===== config.mk =====
export PLATFORM = sky130hd
export DESIGN_NAME = load_store_unit
export DESIGN_NICKNAME = d
export VERILOG_FILES = /design/src/rtl/load_store_unit.sv
export SDC_FILE = /design/constraint.sdc
export NUM_CORES = 1
export LEC_CHECK = 0
export ABC_AREA = 1
export CAP_MARGIN = 20
export CORE_MARGIN = 3
export CORE_UTILIZATION = 25
export CTS_CLUSTER_DIAMETER = 30
export DETAILED_ROUTE_END_ITERATION = 6
export PLACE_DENSITY = 0.54
export SYNTH_ARGS = -nofsm -noshare
export SYNTH_HDL_FRONTEND = slang
export SYNTH_SLANG_ARGS = --single-unit

===== constraint.sdc =====
create_clock -name clk -period 2 [get_ports clk]
set_clock_uncertainty 0.15 [all_clocks]
set_input_delay 0.6 -clock clk [delete_from_list [all_inputs] [get_ports clk]]
set_output_delay 0.6 -clock clk [all_outputs]
set_load 0.02 [all_outputs]

===== src/rtl/load_store_unit.sv =====
`default_nettype none
// ============================================================================
//  Module      : load_store_unit
//  Description : RV32I memory-access stage. Takes the ALU result as effective
//                address and runs one load/store over a req/ack bus, with
//                lane steering, store strobes, load extension, misalignment
//                detection and a bus timeout. busy stalls the pipeline until
//                done pulses.
//  Revision    : 1.0 - initial release
// ============================================================================
module load_store_unit #(
  parameter int n       = 32,
  parameter int TIMEOUT = 255
) (
  input  logic         clk,
  input  logic         rst_n,
  input  logic         start,
  input  logic         mem_read,
  input  logic         mem_write,
  input  logic [2:0]   funct3,
  input  logic [n-1:0] addr,
  input  logic [n-1:0] store_data,
  output logic         busy,
  output logic         done,
  output logic [n-1:0] load_data,
  output logic         fault,
  output logic         bus_req,
  output logic         bus_we,
  output logic [n-1:0] bus_addr,
  output logic [n-1:0] bus_wdata,
  output logic [3:0]   bus_wstrb,
  input  logic         bus_ack,
  input  logic [n-1:0] bus_rdata
);

  localparam int CW = $clog2(TIMEOUT + 1);

  typedef enum logic [1:0] {
    S_IDLE = 2'd0,
    S_BUS  = 2'd1,
    S_FIN  = 2'd2
  } state_t;

  state_t         state_q, state_d;
  logic [CW-1:0]  cnt_q, cnt_d;
  logic [2:0]     f3_q, f3_d;
  logic [1:0]     alo_q, alo_d;
  logic           busy_q, busy_d;
  logic           done_q, done_d;
  logic [n-1:0]   load_data_q, load_data_d;
  logic           fault_q, fault_d;
  logic           bus_req_q, bus_req_d;
  logic           bus_we_q, bus_we_d;
  logic [n-1:0]   bus_addr_q, bus_addr_d;
  logic [n-1:0]   bus_wdata_q, bus_wdata_d;
  logic [3:0]     bus_wstrb_q, bus_wstrb_d;

  logic           f3_ok, misalign, illegal;
  logic [n-1:0]   st_wdata;
  logic [3:0]     st_wstrb;
  logic [n-1:0]   lane;
  logic [n-1:0]   ld_fmt;

  // Decode legality of the request presented with start
  always_comb begin
    f3_ok = 1'b0;
    if (mem_read && !mem_write) begin
      case (funct3)
        3'b000, 3'b001, 3'b010, 3'b100, 3'b101: f3_ok = 1'b1;
        default:                                f3_ok = 1'b0;
      endcase
    end else if (mem_write && !mem_read) begin
      case (funct3)
        3'b000, 3'b001, 3'b010: f3_ok = 1'b1;
        default:                f3_ok = 1'b0;
      endcase
    end
    misalign = ((funct3[1:0] == 2'b01) && addr[0]) ||
               ((funct3[1:0] == 2'b10) && (addr[1:0] != 2'b00));
    illegal  = (mem_read && mem_write) ||
               ((mem_read || mem_write) && (!f3_ok || misalign));
  end

  // Store lane replication and byte strobes
  always_comb begin
    st_wdata = store_data;
    st_wstrb = 4'hF;
    case (funct3[1:0])
      2'b00: begin
        st_wdata = {4{store_data[7:0]}};
        st_wstrb = 4'b0001 << addr[1:0];
      end
      2'b01: begin
        st_wdata = {2{store_data[15:0]}};
        st_wstrb = 4'b0011 << {addr[1], 1'b0};
      end
      default: begin
        st_wdata = store_data;
        st_wstrb = 4'hF;
      end
    endcase
  end

  // Shift the addressed lane down and sign/zero extend the load result
  always_comb begin
    lane = bus_rdata >> {alo_q, 3'b000};
    case (f3_q)
      3'b000:  ld_fmt = {{(n-8){lane[7]}}, lane[7:0]};
      3'b001:  ld_fmt = {{(n-16){lane[15]}}, lane[15:0]};
      3'b100:  ld_fmt = {{(n-8){1'b0}}, lane[7:0]};
      3'b101:  ld_fmt = {{(n-16){1'b0}}, lane[15:0]};
      default: ld_fmt = lane;
    endcase
  end

  // Next-state and registered-output computation
  always_comb begin
    state_d     = state_q;
    cnt_d       = cnt_q;
    f3_d        = f3_q;
    alo_d       = alo_q;
    busy_d      = busy_q;
    done_d      = 1'b0;
    load_data_d = load_data_q;
    fault_d     = fault_q;
    bus_req_d   = bus_req_q;
    bus_we_d    = bus_we_q;
    bus_addr_d  = bus_addr_q;
    bus_wdata_d = bus_wdata_q;
    bus_wstrb_d = bus_wstrb_q;
    case (state_q)
      S_IDLE: begin
        if (start) begin
          f3_d   = funct3;
          alo_d  = addr[1:0];
          busy_d = 1'b1;
          if ((mem_read || mem_write) && !illegal) begin
            state_d     = S_BUS;
            cnt_d       = '0;
            bus_req_d   = 1'b1;
            bus_we_d    = mem_write;
            bus_addr_d  = {addr[n-1:2], 2'b00};
            bus_wdata_d = mem_write ? st_wdata : '0;
            bus_wstrb_d = mem_write ? st_wstrb : 4'b0000;
          end else begin
            // No-op and illegal requests finish without touching the bus
            state_d     = S_FIN;
            done_d      = 1'b1;
            fault_d     = illegal;
            load_data_d = '0;
          end
        end
      end
      S_BUS: begin
        if (bus_ack || (cnt_q == CW'(TIMEOUT - 1))) begin
          // Ack takes priority over a timeout in the same cycle
          state_d     = S_FIN;
          done_d      = 1'b1;
          fault_d     = !bus_ack;
          load_data_d = (bus_ack && !bus_we_q) ? ld_fmt : '0;
          bus_req_d   = 1'b0;
          bus_we_d    = 1'b0;
          bus_addr_d  = '0;
          bus_wdata_d = '0;
          bus_wstrb_d = 4'b0000;
        end else begin
          cnt_d = cnt_q + 1'b1;
        end
      end
      S_FIN: begin
        state_d = S_IDLE;
        busy_d  = 1'b0;
      end
      default: begin
        state_d   = S_IDLE;
        busy_d    = 1'b0;
        bus_req_d = 1'b0;
      end
    endcase
  end

  // State and output registers; reset abandons any access immediately
  always_ff @(posedge clk or negedge rst_n) begin
    if (!rst_n) begin
      state_q     <= S_IDLE;
      cnt_q       <= '0;
      f3_q        <= 3'b000;
      alo_q       <= 2'b00;
      busy_q      <= 1'b0;
      done_q      <= 1'b0;
      load_data_q <= '0;
      fault_q     <= 1'b0;
      bus_req_q   <= 1'b0;
      bus_we_q    <= 1'b0;
      bus_addr_q  <= '0;
      bus_wdata_q <= '0;
      bus_wstrb_q <= 4'b0000;
    end else begin
      state_q     <= state_d;
      cnt_q       <= cnt_d;
      f3_q        <= f3_d;
      alo_q       <= alo_d;
      busy_q      <= busy_d;
      done_q      <= done_d;
      load_data_q <= load_data_d;
      fault_q     <= fault_d;
      bus_req_q   <= bus_req_d;
      bus_we_q    <= bus_we_d;
      bus_addr_q  <= bus_addr_d;
      bus_wdata_q <= bus_wdata_d;
      bus_wstrb_q <= bus_wstrb_d;
    end
  end

  assign busy      = busy_q;
  assign done      = done_q;
  assign load_data = load_data_q;
  assign fault     = fault_q;
  assign bus_req   = bus_req_q;
  assign bus_we    = bus_we_q;
  assign bus_addr  = bus_addr_q;
  assign bus_wdata = bus_wdata_q;
  assign bus_wstrb = bus_wstrb_q;

endmodule
`default_nettype wire

# --- After elaboration in Yosys (flattened, before gate mapping) ---
# Cells that the tools add are included.
word_totals:
  wordCells: 120
  in_bits: 105
  regBits: 120
  output_inout_bits: 105
op_classes:
  mux: 50
  shifts: 3
  eq_ne: 17
  n_addsub: 1
  bitwise_logic: 2
  n_reduce_logical: 34
op_table:
  columns: ["op", "n"]
  rows:
  - ["$mux 32", 10]
  - ["$pmux 32 s2", 4]
  - ["$pmux 32 s4", 1]
  - ["$shr 32x5->32", 1]
  - ["$mux 8", 3]
  - ["$mux 1", 16]
  - ["$mux 4", 4]
  - ["$pmux 4 s2", 2]
  - ["$pmux 8 s2", 1]
  - ["$reduce_and 4->1", 4]
  - ["$eq 3x3->1 const B", 4]
  - ["$ne 2x2->1 const B", 5]
  - ["$add 8x1->8 const B", 1]
  - ["$eq 8x8->1 const B", 1]
  - ["$logic_and 1x1->1", 8]
  - ["$pmux 1 s2", 4]
  - ["$eq 3x1->1 const B", 2]
  - ["$logic_not 1->1", 6]
  - ["$logic_not 3->1", 2]
  - ["$mux 2", 3]
  - ["$reduce_and 2->1", 3]
  - ["$logic_or 1x1->1", 5]
  - ["$reduce_or 5->1", 1]
  - ["$eq 2x1->1 const B", 2]
  - ["10 further kinds", 14]

# --- Logic depth before layout (Yosys ltp) ---
# Gate-level depths: netlist (run 1).
depth:
  ltp_word: 14
  depth_mapped: 13
  depth_no_buf: 11

# --- Worst setup path after synthesis (run 1) ---
# OpenSTA, ideal clock, no wires.
synth_path:
  path_kind: "input to register"
  startpoint: "in mem_write"
  endpoint: "reg bus_wdata_q[15], in the netlist bus_wdata[15]"
  cell_stages: 8
  path_slack_ns: 0.098
  t_arrival_ns: 1.635
  path_buffers: 3
  path_cell_list: "buf_2 -> or2_2 -> nand3_2 -> nand2_2 -> buf_4 -> buf_4 -> nand3_1 -> nand2_1"
synth_via:
  elab_chain_cells: 11
  word_cells_on_any_way: 19
  cone_classes: "eq/ne (1); mux (6); reduce/logical (12)"
synth_lines:
  columns: ["item", "line", "rtl"]
  rows:
  - ["start: declaration", "19", "input logic mem_write,"]
  - ["$logic_and 1x1->1 / $logic_not 1->1 (equally long branches)", "72, 67", null]
  - ["$mux 1 / $logic_and 1x1->1 (equally long branches)", "72, 67", null]
  - ["$mux 1", "67", "if (mem_read && !mem_write) begin"]
  - ["$logic_not 1->1", "81", "((mem_read || mem_write) && (!f3_ok || misalign));"]
  - ["$logic_or 1x1->1", "81", null]
  - ["$logic_and 1x1->1", "81", null]
  - ["$logic_or 1x1->1", "80", "illegal = (mem_read && mem_write) ||"]
  - ["$logic_not 1->1", "137", "if ((mem_read || mem_write) && !illegal) begin"]
  - ["$logic_and 1x1->1", "137", null]
  - ["$ne 2x2->1 (no line)", null, null]
  - ["$reduce_and 4->1 (no line)", null, null]
  - ["end signal: assignment", "210", "bus_wdata_q <= bus_wdata_d;"]
  - ["end: declaration", "55", "logic [n-1:0] bus_wdata_q, bus_wdata_d;"]
# Several ways; a longest one is shown, not always the timed one. The select of a mux whose other input is x is not followed.
# A chain may end at the register's enable or synchronous reset.

# --- Final worst setup path (run 1) ---
layout_path:
  startpoint: "reg bus_we_q, in the netlist bus_we"
  endpoint: "out bus_we"
layout_rtl:
  columns: ["item", "line", "rtl"]
  rows:
  - ["start: declaration", "53", "logic bus_we_q, bus_we_d;"]
  - ["start signal: assignment", "208", "bus_we_q <= bus_we_d;"]
  - ["end: declaration", "28", "output logic bus_we,"]
# No word-level cell between the ends.

==> results of run 1 <==
## metrics by stage
step	cells	setup TNS, ps	util (%)	worst slack [ps]
after floorplan	918	0	-	98.15
after global placement	1449	-44400	36.35	-481.1
after detailed placement	1449	-46600	36.35	-477.1
after CTS	1481	0	38.05	11.88
after global routing	1486	-2.939	38.59	-2.939
final	1486	0	38.59	80.79
## power by group
group / switching [mW] / internal (mW)
sequential: 0.375 / 3.01
clock: 1.19 / 1.71
combinational: 2.26 / 1.45
total: 3.82 / 6.17
## registers in the layout (all words and copies together) (netlist names)
register,count
done,1
bus_req,1
load_data,32
fault,1
bus_we,1
busy,1
cnt_q,8
state_q,2
f3_q,3
bus_wdata,32
bus_addr,30
alo_q,2
bus_wstrb,4
## cell usage after synthesis, drive strengths merged
master,count
or2,1
xnor2,2
nand4,15
xor2,2
nor3,24
clkbuf,17
nand2,389
a21oi,41
inv,56
buf,47
nand3,95
nor2,44
ha,2
o21ai,31
nand3b,32
dfrtp,118
conb,1
## worst max-delay path by stage
| stage | slack [ps] | depth (start not counted) | to | from |
|---|---|---|---|---|
| 2_1_floorplan | 100 | 8 | bus_wdata[15] | mem_write |
| 3_3_place_gp | -480 | 8 | bus_wdata[11] | funct3[0] |
| 3_5_place_dp | -480 | 10 | bus_wdata[30] | funct3[0] |
| 4_1_cts | 10 | 10 | bus_addr[30] | funct3[2] |
| 5_1_grt | -3 | 10 | bus_addr[30] | addr[0] |
| 6_report | 80 | 1 | bus_we | bus_we |
## per-layer routing
metal  routed length, um  global-route usage [%]  up-vias
met5                   0                       0        -
met4                 257                   4.091        0
met3                1048                   2.324       16
met2               10640                   25.45      192
met1               11100                   22.28     3144
li1                    -                       -     3388
## cell type report
| cell class | instances | area (um^2) | share of cell area, % |
|---|---|---|---|
| clock buffer | 17 | 425.4 | 4.327 |
| timing repair buffer | 270 | 2605 | 26.50 |
| sequential | 118 | 2953 | 30.04 |
| tap | 330 | 412.9 | 4.200 |
| multi-input combinational | 680 | 3090 | 31.44 |
| clock inverter | 15 | 133.9 | 1.362 |
| inverter | 56 | 210.2 | 2.138 |
## kinds of logic (layout without fill, tap and decap cells)
| group | Yosys count | count (layout) | share of synthesized area [%] |
|---|---|---|---|
| buffers and inverters | 120 | 358 | 8.441 |
| AOI/OAI and AO/OA | 72 | 72 | 5.500 |
| adders and majority gates | 2 | 2 | 0.3819 |
| DFF | 118 | 118 | 45.07 |
| and+or+nand+nor | 600 | 600 | 40.01 |
| xor gates and xnor gates | 4 | 4 | 0.5349 |
| other | 1 | 2 | 0.05724 |
## timing repair
action | in CTS | in global routing
gates cloned | 0 | 3
buffers inserted | 0 | 2
resized for setup | 105 | 13
hold buffers | 0 | 0
pin swaps | 0 | 3
hold endpoints to repair | 0 | 0
endpoints found under the setup margin | 170 | 99
## placed cells by master (no fill, tap or decap), types with 3 or more instances in the layout
master | synthesis | final
o21ai_0 | 30 | 30
nor3_1 | 24 | 24
nand2_1 | 383 | 382
buf_4 | 9 | 50
inv_1 | 55 | 53
clkinvlp_4 | 0 | 6
nand2_2 | 4 | 3
nor2_1 | 40 | 38
nand3_1 | 93 | 93
dlygate4sd2_1 | 0 | 103
clkdlybuf4s50_1 | 0 | 99
dlymetal6s2s_1 | 0 | 4
nand2_4 | 2 | 3
nand4_1 | 14 | 14
dfrtp_1 | 118 | 118
clkinv_2 | 0 | 3
clkinv_4 | 0 | 4
a21oi_1 | 41 | 41
nand3b_1 | 31 | 31
nor2_2 | 3 | 4
buf_12 | 0 | 10
clkbuf_16 | 0 | 20
inv_2 | 1 | 3
==> impl_metrics.csv, run 1 <==
group,metric,value,unit
cells_and_area,final_cell_area,0.009831,mm^2
timing,holdWs,47.93,ps
worst_setup_path,worstReg2RegStart,"cnt_q[0]",
cells_and_area,fillCellCount,2660,
clock_network,cts_buffer_depth,2,
worst_setup_path,startpoint_type,"register",
timing,relSlewSlack,65.09,%
global_routing,grt_pass1_vias,6533,
logic_synthesis,synth.area.top_cells,"dfrtp_1, nand2_1, nand3_1",
worst_setup_path,crit_slowest_cell,"dlygate4sd2_1",
timing,finalMaxSlewViolations,0,
timing,fmaxAchievable,521.0,MHz
logic_synthesis,synth_seq_area_share,45.07,%
timing,fin_crit_sh,95.96,%
worst_setup_path,cp.required,1250,ps
pwr,total_power,9.989,mW
hold_path,min_path_type,"in -> async",
worst_setup_path,rr_endpoint,"bus_addr[23]",
clock_network,cts.htree.levels,4,
clock_network,cts_root_buf,"clkbuf_16",
timing,period_minus_slack,1919,ps
floorplan,coreArea,0.02547,mm^2
pwr,ir_drop,534.2,uV
place,place_hpwl,16390,um
logic_synthesis,yosysTopAreaCellShare,45.07,%
route,viasPerCell,4.536,
pwr,powerDensity,1016,mW/mm^2
worst_setup_path,cp_max_fo,2,
clock_network,cts_tree,"yes",
timing,hold_violations,0,
route,drt_first_pass_iters,5,
cells_and_area,antenna_cells,0,
cells_and_area,area_growth,50.06,%
route,final_antenna_net_count,0,
logic_synthesis,ys_seq_elements,118,
logic_synthesis,yosys_warnings,0,
worst_setup_path,critical_path_buf_inv_count,1,
global_routing,overflow,0,
status,status,"complete, no violations",
logic_synthesis,synth_area,0.006551,mm^2
worst_setup_path,crit_chain,"dlygate4sd2_1",
route,drc,0,
global_routing,grt_max_degree,80,
clock_network,path_clk_slew,60,ps
floorplan,row_count,58,
route,wl_per_cell,15.51,um
logic_synthesis,synthCells,917,
global_routing,antenna_found_initial,0,
logic_synthesis,synthDistinctLibCells,29,
flow_run,drv_cap,0,
floorplan,fp.dieH,167.9,um
place,port_buffers,207,
floorplan,fp.dieW,167.9,um
logic_synthesis,syn_area_per_cell,7.144,um^2
floorplan,io_pins,210,
timing,setup_viol,0,
floorplan,initial_utilization,25.72,%
worst_setup_path,reg2reg_depth,12,
worst_setup_path,cp-end-kind,"primary output",
worst_setup_path,path_class,"reg -> out",
worst_setup_path,r2r_slack,170,ps
clock_network,clkSinkCount,118,
cells_and_area,nNetsFinal,1250,
place,place.gp.congestion,0.8199,
global_routing,grt_pass1_wl,36040,um
floorplan,die-area,0.02818,mm^2
worst_setup_path,cpPeakStageDelay,390,ps
place,placed_area,0.009260,mm^2
cells_and_area,drive_gt1_share,10.12,%
route,vias,6740,
route,routed_wl,23050,um
pwr,power.static_leakage,5.423,nW
clock_network,numCtsBuffers,17,
worst_setup_path,arrival,1170,ps
route,dr.first_iter.drc_count,470,
worst_setup_path,crit_family,"buffers and inverters",
global_routing,grt_use_total,15.79,%
clock_network,worstSkewPairLatency,410,ps
logic_synthesis,synth_top_cell_by_area,"dfrtp_1",
timing,worstMarginPinSlew,523.7,ps
Note: power is estimated with default switching activity, not from simulation.
==> inputs of run 2 (changes only) <==
--- a/config.mk
+++ b/config.mk
@@ -9,6 +9,7 @@
 export CAP_MARGIN = 20
 export CORE_MARGIN = 3
 export CORE_UTILIZATION = 25
+export CTS_BUF_LIST = sky130_fd_sc_hd__clkbuf_8 sky130_fd_sc_hd__clkbuf_16
 export CTS_CLUSTER_DIAMETER = 30
 export DETAILED_ROUTE_END_ITERATION = 6
 export PLACE_DENSITY = 0.54
==> results of run 2 <==
Final layout, timing and power as in run 1 (identical DEF).
